<file path="config.mk">
export PLATFORM = sky130hd
export DESIGN_NAME = graph_col_buf_ctrl
export DESIGN_NICKNAME = d
export VERILOG_FILES = /design/src/rtl/graph_col_buf_ctrl.sv
export SDC_FILE = /design/constraint.sdc
export NUM_CORES = 1
export LEC_CHECK = 0
export ABC_AREA = 1
export ABC_CLOCK_PERIOD_IN_PS = 9600
export BUFFER_PORTS_ARGS = -buffer_cell sky130_fd_sc_hd__buf_2
export CORE_AREA = 3 3 211 213
export CTS_CLUSTER_SIZE = 14
export DETAILED_ROUTE_END_ITERATION = 12
export DIE_AREA = 0 0 214 216
export GPL_ROUTABILITY_DRIVEN = 0
export SYNTH_ARGS = -nofsm -noshare
export SYNTH_HDL_FRONTEND = slang
export SYNTH_SLANG_ARGS = --single-unit
</file>
<file path="constraint.sdc">
create_clock -name clk -period 9.6 [get_ports clk]
set_input_delay 0.96 -clock clk [delete_from_list [all_inputs] [get_ports clk]]
set_output_delay 0.96 -clock clk [all_outputs]
set_load 0.05 [all_outputs]
</file>
<file path="src/rtl/graph_col_buf_ctrl.sv">
// Column-height buffer for the line-graph interpolator: a scrolling shadow buffer is loaded through
// valid/ready and committed to col_hs on each vblank rising edge. Optional build macro: GRAPH_CLAMP_EN.
module graph_col_buf_ctrl #(
   parameter int N_COLS = 20,
   parameter int MAX_H  = 239
) (
   input  logic                          clk,
   input  logic                          rst,
   input  logic [7:0]                    s_data,
   input  logic                          s_valid,
   output logic                          s_ready,
   input  logic                          clr,
   input  logic                          vblank,
   output logic [8*N_COLS-1:0]           col_hs,
   output logic                          line_en,
   output logic [$clog2(N_COLS+1)-1:0]   pend_cnt
`ifdef GRAPH_CLAMP_EN
   ,
   output logic                          clamp_hit
`endif
);

   localparam int            CW   = $clog2(N_COLS + 1);
   localparam int            BW   = 8 * N_COLS;
   localparam logic [CW-1:0] FULL = CW'(N_COLS);

   if (MAX_H < 0 || MAX_H > 255) begin : g_max_h_chk
      $error("MAX_H must fit in an 8-bit column height");
   end

   typedef enum logic {ACCEPT = 1'b0, COMMIT = 1'b1} state_t;

   state_t          state_q, state_d;
   logic            vblank_d_q;
   logic [BW-1:0]   shadow_q, shadow_d;
   logic [BW-1:0]   col_hs_q, col_hs_d;
   logic            line_en_q, line_en_d;
   logic [CW-1:0]   pend_q, pend_d;
   logic [CW-1:0]   fill_q, fill_d;
   logic            clr_pend_q, clr_pend_d;
   logic            vb_rise;
   logic            accept;
   logic [7:0]      sample;

   assign vb_rise = vblank & ~vblank_d_q;
   assign accept  = s_valid & s_ready;

`ifdef GRAPH_CLAMP_EN
   logic clamp_hit_q, clamp_hit_d;
   logic over_h;

   assign over_h    = s_data > 8'(MAX_H);
   assign sample    = over_h ? 8'(MAX_H) : s_data;
   assign clamp_hit = clamp_hit_q;
`else
   assign sample = s_data;
`endif

   always_ff @(posedge clk or posedge rst) begin
      if (rst) state_q <= ACCEPT;
      else     state_q <= state_d;
   end

   // A commit needs something to show: new samples, or a clear that must reach the display.
   always_comb begin
      state_d = state_q;
      case (state_q)
         ACCEPT:  if (vb_rise && (pend_q != '0 || clr_pend_q)) state_d = COMMIT;
         COMMIT:  state_d = ACCEPT;
         default: state_d = ACCEPT;
      endcase
   end

   always_comb begin
      s_ready = (state_q == ACCEPT) && (pend_q < FULL) && !vb_rise && !clr;
   end

   always_comb begin
      shadow_d   = shadow_q;
      col_hs_d   = col_hs_q;
      line_en_d  = line_en_q;
      pend_d     = pend_q;
      fill_d     = fill_q;
      clr_pend_d = clr_pend_q;
`ifdef GRAPH_CLAMP_EN
      clamp_hit_d = clamp_hit_q;
`endif
      if (state_q == COMMIT) begin
         col_hs_d   = shadow_q;
         line_en_d  = (fill_q == FULL);
         pend_d     = '0;
         clr_pend_d = 1'b0;
      end else if (clr) begin
         shadow_d   = '0;
         pend_d     = '0;
         fill_d     = '0;
         clr_pend_d = 1'b1;
`ifdef GRAPH_CLAMP_EN
         clamp_hit_d = 1'b0;
`endif
      end else if (accept) begin
         // Column 0 falls off the low end; the new sample enters at column N_COLS-1.
         shadow_d = {sample, shadow_q[BW-1:8]};
         pend_d   = pend_q + CW'(1);
         if (fill_q != FULL) fill_d = fill_q + CW'(1);
`ifdef GRAPH_CLAMP_EN
         if (over_h) clamp_hit_d = 1'b1;
`endif
      end
   end

   always_ff @(posedge clk or posedge rst) begin
      if (rst) begin
         vblank_d_q <= 1'b0;
         shadow_q   <= '0;
         col_hs_q   <= '0;
         line_en_q  <= 1'b0;
         pend_q     <= '0;
         fill_q     <= '0;
         clr_pend_q <= 1'b0;
      end else begin
         vblank_d_q <= vblank;
         shadow_q   <= shadow_d;
         col_hs_q   <= col_hs_d;
         line_en_q  <= line_en_d;
         pend_q     <= pend_d;
         fill_q     <= fill_d;
         clr_pend_q <= clr_pend_d;
      end
   end

`ifdef GRAPH_CLAMP_EN
   always_ff @(posedge clk or posedge rst) begin
      if (rst) clamp_hit_q <= 1'b0;
      else     clamp_hit_q <= clamp_hit_d;
   end
`endif

   assign col_hs   = col_hs_q;
   assign line_en  = line_en_q;
   assign pend_cnt = pend_q;

endmodule

</file>
==> key figures, run 1 <==
Outcome
  – Status: complete, no violations

Yosys
  – Post-synthesis sequential area ratio: 0.654
  – Post-synthesis cell type count: 26
  – Yosys reg bits: 334
  – Post-synth top area share: 0.654
  – Mapped Cells: 1398
  – Synth area leaders: dfrtp_1 65%, nand2_1 22%, o21ai_0 4.7%
  – Syn nets: 1415
  – Post-synthesis cell area: 0.0128 mm²
  – Mean Syn Cell Area: 9.14 µm²
  – Syn. warnings: 0
  – Leading area contributor after synthesis: dfrtp_1

Drt
  – Via count: 9353
  – DRT iter0 DRCs: 641
  – WL per Instance: 14.7 µm
  – Antenna Nets Post-Route: 0
  – Routed wire length: 31700 µm
  – Vias/cell: 4.33
  – DRT Pass-1 Iters: 5
  – Post-route DRC violation count: 0

Clock tree
  – Root Buffer: clkbuf_16
  – H-Tree Depth: 2
  – Sink Count: 334
  – Clk_lat worst skew: 550 ps
  – Setup Buffers After CTS: 0
  – TritonCTS clock tree: built
  – TritonCTS Buffers: 38
  – CTS Hold Bufs: 0
  – Post-CTS resize count: 0
  – Reg clk slew, reported paths: 60 ps
  – Max Buffers Root-to-Sink: 3

Cells and area
  – Most frequent cells in the layout: 752 x nand2_1, 333 x dfrtp_1, 179 x buf_2, 120 x o21ai_0, 72 x inv_1
  – Layout Nets: 1567
  – Share of layout cells above drive strength 1: 0.160
  – Most common cell after layout, fill and taps aside: nand2_1
  – Util after Layout: 0.360
  – Area Overhead vs Synth: 20.7%
  – # diodes: 0
  – Final std cells w/o fill: 2162

STA
  – Slew headroom: 0.239
  – Setup tns final: 0 ps
  – Final setup vio count: 0
  – Skew final: 15.6 ps
  – RSZ-0062 raised after global routing: no
  – Period minus WS final: 3530 ps
  – Final hold vios: 0
  – Fmax: 283 MHz
  – Tcrit/Tclk final: 0.368
  – Tightest Pin Transition: 1140 ps
  – Max Slew Vio Count: 0

Placed design
  – IO buf count: 179
  – HPWL Detailed: 19600 µm
  – Dpl cells: 2095

Worst hold path
  – Worst Hold Class: in -> async

Power and ir drop
  – Cell Pwr Density: 208 mW/mm²
  – Peak supply drop: 103 µV
  – Leakage: 8.50 nW

Floorplan
  – Die area: 0.0462 mm²
  – Die H: 216 µm
  – FP Rows: 76
  – Die Width: 214 µm
  – IO Pins: 180
  – Initial core utilization: 0.298
  – Core area: 0.0429 mm²

Global routing
  – Vias in the first global route: 9489
  – First-pass GRT wire length: 51600 µm
  – Overall routing resource usage: 0.137
  – Largest net degree at the start of global routing: 176
  – Grt total ovfl: 0
  – Initial antenna violation count: 0

Setup path
  – Worst EP arrival: 2570 ps
  – Crit Path Class: reg -> out
  – Required time worst endpoint: 8640 ps
  – Critical Path Sink Type: primary output
  – Crit path launch type: flip-flop
  – Crit Path Max Fanout: 115

Job
  – Max-Cap Viols: 0
## stage by stage
step / hold WS [ps] / cell area, µm² / worst slack [ps] / power, mW
after global routing: 445 / 15400 / 5680 / 3.34
after floorplan: 442 / 12800 / 4180 / 1.63
after global placement: 450 / 14100 / 6110 / 1.67
final: 437 / 15400 / 6070 / 3.20
after CTS: 424 / 15400 / 5970 / 3.25
after detailed placement: 453 / 14100 / 6010 / 1.67
## worst paths after layout
kind                       cells after the start  slack (ps)       start       endpoint
max                                            5        6070     state_q        s_ready
min                                            2         440         rst    col_hs[102]
max reg2reg                                    8        6100     state_q  shadow_q[129]
min reg2reg                                    2         460  col_hs[18]     col_hs[18]
max in group asynchronous                      4        6930         rst        state_q
min in group clk                               2         460  col_hs[18]     col_hs[18]
## state kept, by name (all words and copies together) (netlist names)
name        flops
vblank_d_q      1
shadow_q      160
clr_pend_q      1
line_en         1
col_hs        160
state_q         1
fill_q          5
pend_cnt        5
## synth_stat cells, drive strengths merged
library cell and number:
a21oi 1, and2 1, buf 40, clkbuf 33, clkinv 2, dfrtp 334, ha 4, inv 74
mux2i 1, nand2 755, nand3 10, nand4 8, nor2 10, o21ai 120, o31ai 1, xnor2 1
xor2 3
## cell type report
cell class	count	area, µm²
Sequential cell	334	8360
Clock buffer	57	1120
Fill cell	4443	27500
Clock inverter	10	219
Tap cell	585	732
Timing Repair Buffer	185	953
Inverter	76	300
Multi-Input combinational cell	915	3730
## cell families (layout without fill, tap and decap cells)
| logic type | Yosys count | count (layout) | share of synthesized area |
|---|---|---|---|
| buffers and inverters | 149 | 328 | 0.0544 |
| AOI/OAI and AO/OA | 122 | 122 | 0.0480 |
| adders and majority gates | 4 | 4 | 0.00392 |
| and+or+nand+nor | 784 | 784 | 0.236 |
| xor gates and xnor gates | 4 | 4 | 0.00274 |
| DFF | 334 | 334 | 0.654 |
| muxes | 1 | 1 | 0.000783 |
## where the power goes
group	internal, mW	switching [mW]	leakage (nW)
Sequential	1.43	0.0166	4.64
Clock	0.973	0.588	0.657
Combinational	0.0321	0.165	3.20
## worst max-delay path: stages, from the launching register on
cell	delay, ps
dfrtp_4	490
inv_6	590
nand2_2	150
nor2_4	180
and2_1	230
buf_2	300
## layer usage
layer,share of wire,track usage
met5,0,0
met3,0.059,0.0398
met2,0.46,0.223
met1,0.45,0.177
met4,0.028,0.0449
Note: power is estimated with default switching activity, not from simulation.
==> run 2: changes to the inputs <==
- ABC_CLOCK_PERIOD_IN_PS: 9600 -> 3400
- clock period: 9.6 -> 3.4 ns (I/O delays scaled with it)
==> run 2 against run 1 <==
Compared with the run above: via count is 0.99% higher; hold slack got worse by 400 ps; sequential cell count did not move; power rose to 2.7 times the previous value.
==> key figures, run 2 (synthesized netlist as in run 1, its figures left out) <==
Cells and area
  – Share of layout cells above drive strength 1: 0.165
  – # diodes: 0
  – Most common cell after layout, fill and taps aside: nand2_1
  – Layout Nets: 1584
  – Area Overhead vs Synth: 21.6%
  – Util after Layout: 0.362
  – Most frequent cells in the layout: 752 x nand2_1, 333 x dfrtp_1, 179 x buf_2, 120 x o21ai_0, 72 x inv_1

Placed design
  – HPWL Detailed: 20100 µm
  – IO buf count: 179
  – Pre-CTS setup slack: 1190 ps

Power and ir drop
  – Switching part of the total: 0.251
  – Combinational fraction of design power: 0.066
  – Cell Pwr Density: 565 mW/mm²
  – Internal Dissipation: 6.58 mW
  – Peak supply drop: 360 µV
  – Seq pwr share: 0.465
  – Leakage: 8.56 nW
  – Clock share of power: 0.469
  – Psw: 2.20 mW
  – Tot Pwr: 8.78 mW

Outcome
  – Status: complete, no violations

Clock tree
  – TritonCTS clock tree: built
  – Root Buffer: clkbuf_16
  – TritonCTS Buffers: 38
  – Sink Count: 334
  – Max Buffers Root-to-Sink: 3
  – Post-CTS resize count: 0
  – Reg clk slew, reported paths: 60 ps
  – H-Tree Depth: 2
  – CTS Hold Bufs: 9
  – Setup Buffers After CTS: 0
  – Clk_lat worst skew: 560 ps

STA
  – Final setup vio count: 0
  – Tcrit/Tclk final: 0.662
  – Skew final: 30.1 ps
  – Max Slew Vio Count: 0
  – Final WS setup: 1150 ps
  – Hold Slack: 38.4 ps
  – Period minus WS final: 2250 ps
  – Final hold vios: 0
  – RSZ-0062 raised after global routing: no
  – Tightest Pin Transition: 1090 ps
  – Fmax: 444 MHz
  – Slew headroom: 0.273

Drt
  – Routed wire length: 31400 µm
  – Vias/cell: 4.34
  – WL per Instance: 14.4 µm
  – Post-route DRC violation count: 0
  – Antenna Nets Post-Route: 0
  – DRT Pass-1 Iters: 5
  – DRT iter0 DRCs: 700
  – Via count: 9446

Setup path
  – Worst Setup SP: vblank
  – Crit path launch type: input port
  – R2r startpoint: state_q
  – R2r worst-path depth: 8
  – Worst reg2reg path endpoint: shadow_q[21]
  – Crit Path Max Fanout: 160
  – Critical Path Sink Type: flip-flop
  – Register-to-register setup slack: 1200 ps
  – Required time worst endpoint: 3890 ps
  – Crit Path Class: in -> reg
  – Crit path capture: shadow_q[21]
  – Worst EP arrival: 2740 ps

Global routing
  – Vias in the first global route: 9539
  – First-pass GRT wire length: 51200 µm
  – Overall routing resource usage: 0.137
  – Initial antenna violation count: 1
  – Largest net degree at the start of global routing: 161
  – Grt total ovfl: 0

Floorplan
  – Die area: 0.0462 mm²
  – Core area: 0.0429 mm²
  – FP Rows: 76
  – Initial core utilization: 0.298
  – IO Pins: 180
  – Die H: 216 µm
  – Die Width: 214 µm

Job
  – Max-Cap Viols: 0

Worst hold path
  – Worst Hold Class: in -> reg
-- run 2: critical path, stage by stage --
cell,delay (ps)
dlygate4sd3_1,560
buf_2,140
inv_1,40
nor2_1,280
nor2_4,70
nand3_4,100
nand2_4,110
nand2_8,640
nand2_1,140
nand2_1,120
-- run 2: layer usage --
layer / GRT usage / part of all wire
met5: 0 / 0.00032
met4: 0.0404 / 0.021
met3: 0.0434 / 0.063
met2: 0.229 / 0.48
met1: 0.170 / 0.44
-- run 2: final cells by class --
class	count	area, µm²
clock buffer	54	1100
tap	585	732
clock inverter	13	169
multi-input combinational	915	3730
timing repair buffer	202	1140
sequential	334	8360
fill	4403	27300
inverter	76	300
-- run 2: worst min path at each step --
| stage | start | endpoint | slack [ps] | depth (start not counted) |
|---|---|---|---|---|
| after floorplan | vblank | vblank_d_q | 370 | 0 |
| after global placement | col_hs[29] | col_hs[29] | 450 | 2 |
| after detailed placement | col_hs[79] | col_hs[79] | 450 | 2 |
| after CTS | s_data[7] | shadow_q[159] | 0.5 | 3 |
| after global routing | s_data[7] | shadow_q[159] | 4 | 3 |
| final | s_data[7] | shadow_q[159] | 40 | 3 |
-- run 2: stage by stage --
step / TNS, ps / area, µm² / std cells
after CTS: 0 / 15500 / 2179
final: 0 / 15500 / 2179
after floorplan: -468470 / 12800 / 1398
after global placement: 0 / 14200 / 2103
after global routing: 0 / 15500 / 2179
after detailed placement: 0 / 14200 / 2103
-- run 2: power by group through the flow --
| stage | registers, mW | logic (mW) | clock network (mW) |
|---|---|---|---|
| 6_report | 4.08 | 0.581 | 4.12 |
| 5_1_grt | 4.09 | 0.648 | 4.43 |
| 4_1_cts | 4.08 | 0.599 | 4.25 |
| 3_5_place_dp | 4.15 | 0.592 | 0 |
| 3_3_place_gp | 4.15 | 0.581 | 0 |
| 2_1_floorplan | 4.26 | 0.341 | 0 |
==> run 3: changes to the inputs <==
- ABC_AREA: 1 -> 0
- ABC_CLOCK_PERIOD_IN_PS: 3400 -> 2000
- CORE_AREA: 3 3 211 213 -> 3 3 207 209
- DIE_AREA: 0 0 214 216 -> 0 0 210 212
- clock period: 3.4 -> 2 ns (I/O delays scaled with it)
==> run 3 against run 2 <==
Compared with the run above: combinational power increased by 88%; hold slack improved by 25 ps; synthesized area down 4.0%; critical path type is now reg -> out; first-iteration DRC count is 51% lower; non-clock buffer count up 8; global-route usage fell by 0.55 points; register-to-register slack worse by 1000 ps; worst setup slack got worse by 980 ps; final area fell by 2.4%; sequential power grew 71%; routed wire length down 7.6%.
==> key figures, run 3 <==
Outcome
  – Status: complete, no violations

Power and ir drop
  – Internal Dissipation: 11.2 mW
  – Clock share of power: 0.456
  – Psw: 3.55 mW
  – Seq pwr share: 0.471
  – Leakage: 7.90 nW
  – Peak supply drop: 528 µV
  – Combinational fraction of design power: 0.074
  – Switching part of the total: 0.240
  – Cell Pwr Density: 975 mW/mm²

Setup path
  – Worst reg2reg path endpoint: shadow_q[16]
  – Slowest stage delay, CP: 460 ps
  – R2r startpoint: pend_cnt[2]
  – Register-to-register setup slack: 170 ps
  – Crit Path Class: reg -> out
  – Crit-path slowest cell: dfrtp_1
  – Crit path launch type: flip-flop
  – Critical path, cell by cell: o21ai_2 > nand3_1 > inv_1 > buf_12
  – Critical Path Sink Type: primary output
  – R2r worst-path depth: 5
  – Crit Path Max Fanout: 7
  – Worst EP arrival: 1630 ps
  – Required time worst endpoint: 1800 ps

Floorplan
  – Die area: 0.0445 mm²
  – Initial core utilization: 0.299
  – Die H: 212 µm
  – Die Width: 210 µm
  – FP Rows: 74
  – IO Pins: 180
  – Core area: 0.0410 mm²

Global routing
  – Grt total ovfl: 0
  – Initial antenna violation count: 1
  – Largest net degree at the start of global routing: 110
  – Overall routing resource usage: 0.131
  – First-pass GRT wire length: 46100 µm
  – Vias in the first global route: 7645

Job
  – Max-Cap Viols: 0

STA
  – Slew headroom: 0.592
  – RSZ-0062 raised after global routing: no
  – Skew final: 15.6 ps
  – Period minus WS final: 1830 ps
  – Tcrit/Tclk final: 0.914
  – Setup tns final: 0 ps
  – Fmax: 547 MHz
  – Final hold vios: 0
  – Final setup vio count: 0
  – Max Slew Vio Count: 0
  – Tightest Pin Transition: 611 ps

Yosys
  – Prevailing post-synth register cell: dfrtp_1
  – Post-synthesis sequential area ratio: 0.681
  – Post-Synth Adder-Cell Area: 0.00408
  – Synth area leaders: dfrtp_1 68%, mux2_2 15%, a22o_1 11%
  – Commonest cells post-synth: 334 x dfrtp_1, 161 x mux2_2, 160 x a22o_1
  – Largest family of logic cells by synthesized area: multiplexers
  – Syn. warnings: 0
  – Mux share of post-synthesis cell area: 0.149
  – Asr flop ratio synth: 1.00
  – Post-synthesis cell type count: 32
  – Syn nets: 791
  – Mapped Cells: 774
  – Yosys reg bits: 334
  – Compound-cell area share of the yosys netlist: 0.124
  – Synth Area in Simple Gates: 0.0147
  – Post-synthesis cell area: 0.0123 mm²
  – Most common cell in the netlist: dfrtp_1
  – Post-synth top area share: 0.681
  – Xor and xnor area share after synthesis: 0
  – Leading area contributor after synthesis: dfrtp_1
  – Mean Syn Cell Area: 15.8 µm²
  – EDFF count, synth: 0

Drt
  – Via count: 7377
  – WL per Instance: 19.1 µm
  – Antenna Nets Post-Route: 0
  – Post-route DRC violation count: 0
  – DRT Pass-1 Iters: 4
  – DRT iter0 DRCs: 340
  – Routed wire length: 29000 µm
  – Vias/cell: 4.85

Worst hold path
  – WHS Path Cells: 3
  – HP Start: clr
  – End of the worst hold path: clr_pend_q
  – Worst Hold Class: in -> reg

Cells and area
  – Most frequent cells in the layout: 333 x dfrtp_1, 178 x buf_2, 161 x mux2_2, 160 x a22o_1, 39 x clkbuf_16
  – Design Area, Final: 0.0152 mm²
  – # diodes: 0
  – Area Overhead vs Synth: 23.6%
  – Share of layout cells above drive strength 1: 0.427
  – Layout fillers: 3881
  – Layout Nets: 985
  – Most common cell after layout, fill and taps aside: dfrtp_1

Placed design
  – Placed Area: 0.0139 mm²
  – IO buf count: 179
  – HPWL Detailed: 18500 µm

Clock tree
  – Sink Count: 334
  – Clk_lat worst skew: 530 ps
  – Root Buffer: clkbuf_16
  – Max Buffers Root-to-Sink: 3
  – TritonCTS Buffers: 38
  – TritonCTS clock tree: built
  – Setup Buffers After CTS: 0
  – H-Tree Depth: 2
  – Reg clk slew, reported paths: 50 ps
## run 3: cell count changes after synthesis, moves of 5 or more
| cell | change |
|---|---|
| buf_4 | +13 |
| nor2_1 | -5 |
| buf_6 | -11 |
| o21ai_0 | -116 |
| clkbuf_1 | -26 |
| a22o_1 | +160 |
| mux2_2 | +161 |
| nand4_1 | -5 |
| nand2_1 | -744 |
| buf_1 | +5 |
| inv_1 | -65 |
## run 3: timing repair
action / 4_1_cts / 5_1_grt
gates resized for setup: 0 / 1
hold buffers: 10 / 0
hold endpoints to repair: 34 / 0
setup endpoints to repair: 0 / 1
## run 3: layout make-up
type | instances | area [µm²] | area share
Inverter | 8 | 33.8 | 0.00223
Clock buffer | 52 | 1080 | 0.0715
Tap cell | 532 | 666 | 0.0439
Timing Repair Buffer | 210 | 1320 | 0.0870
Clock inverter | 10 | 111 | 0.00734
Multi-Input combinational cell | 376 | 3590 | 0.237
Sequential cell | 334 | 8360 | 0.551
## run 3: cell families after synthesis
kind of cell,Yosys count
flops,334
compound gates,176
mux,162
buf+inv,64
simple gates,34
fa+ha+maj,4
## run 3: critical path, delay by kind of cell (launching register included)
family / cells / cell delay, ps
buffers and inverters: 2 / 280
AND/OR/NAND/NOR: 1 / 150
AO/OA/AOI/OAI: 1 / 210
flip-flops: 1 / 460
## run 3: power by group through the flow
| stage | sequential, mW | clock [mW] | combinational [mW] |
|---|---|---|---|
| after floorplan | 7.27 | 0 | 0.601 |
| after global placement | 7.08 | 0 | 1.09 |
| after detailed placement | 7.08 | 0 | 1.11 |
| after CTS | 6.96 | 6.99 | 1.12 |
| after global routing | 6.97 | 7.29 | 1.19 |
| final | 6.96 | 6.74 | 1.09 |
## run 3: worst max path at each step
stage                          to  cells after the start         from
global placement    shadow_q[155]                      5  pend_cnt[2]
finish                    s_ready                      4  pend_cnt[2]
global route              s_ready                      4  pend_cnt[2]
CTS                       s_ready                      4  pend_cnt[2]
detailed placement  shadow_q[153]                      5  pend_cnt[2]
floorplan              clr_pend_q                      1          rst
## run 3: routing by layer
metal / vias to the layer above / global-route usage / wire length [µm] / part of all wire
li1: 3277 / - / - / -
met1: 3877 / 0.181 / 13500 / 0.46
met2: 164 / 0.198 / 13100 / 0.45
met3: 57 / 0.0359 / 1650 / 0.057
met4: 2 / 0.0486 / 799 / 0.028
met5: - / 0 / 11 / 0.00038
## run 3: metrics by stage
stage	setup slack (ps)	power [mW]	utilization	cells	hold slack (ps)
finish	171	14.8	0.370	1522	63.5
global route	51.7	15.4	0.370	1522	60.3
CTS	82.5	15.1	0.370	1522	12.0
detailed placement	187	8.18	0.338	1450	164
global placement	202	8.17	0.338	1450	166
floorplan	-2660	7.87	-	774	231
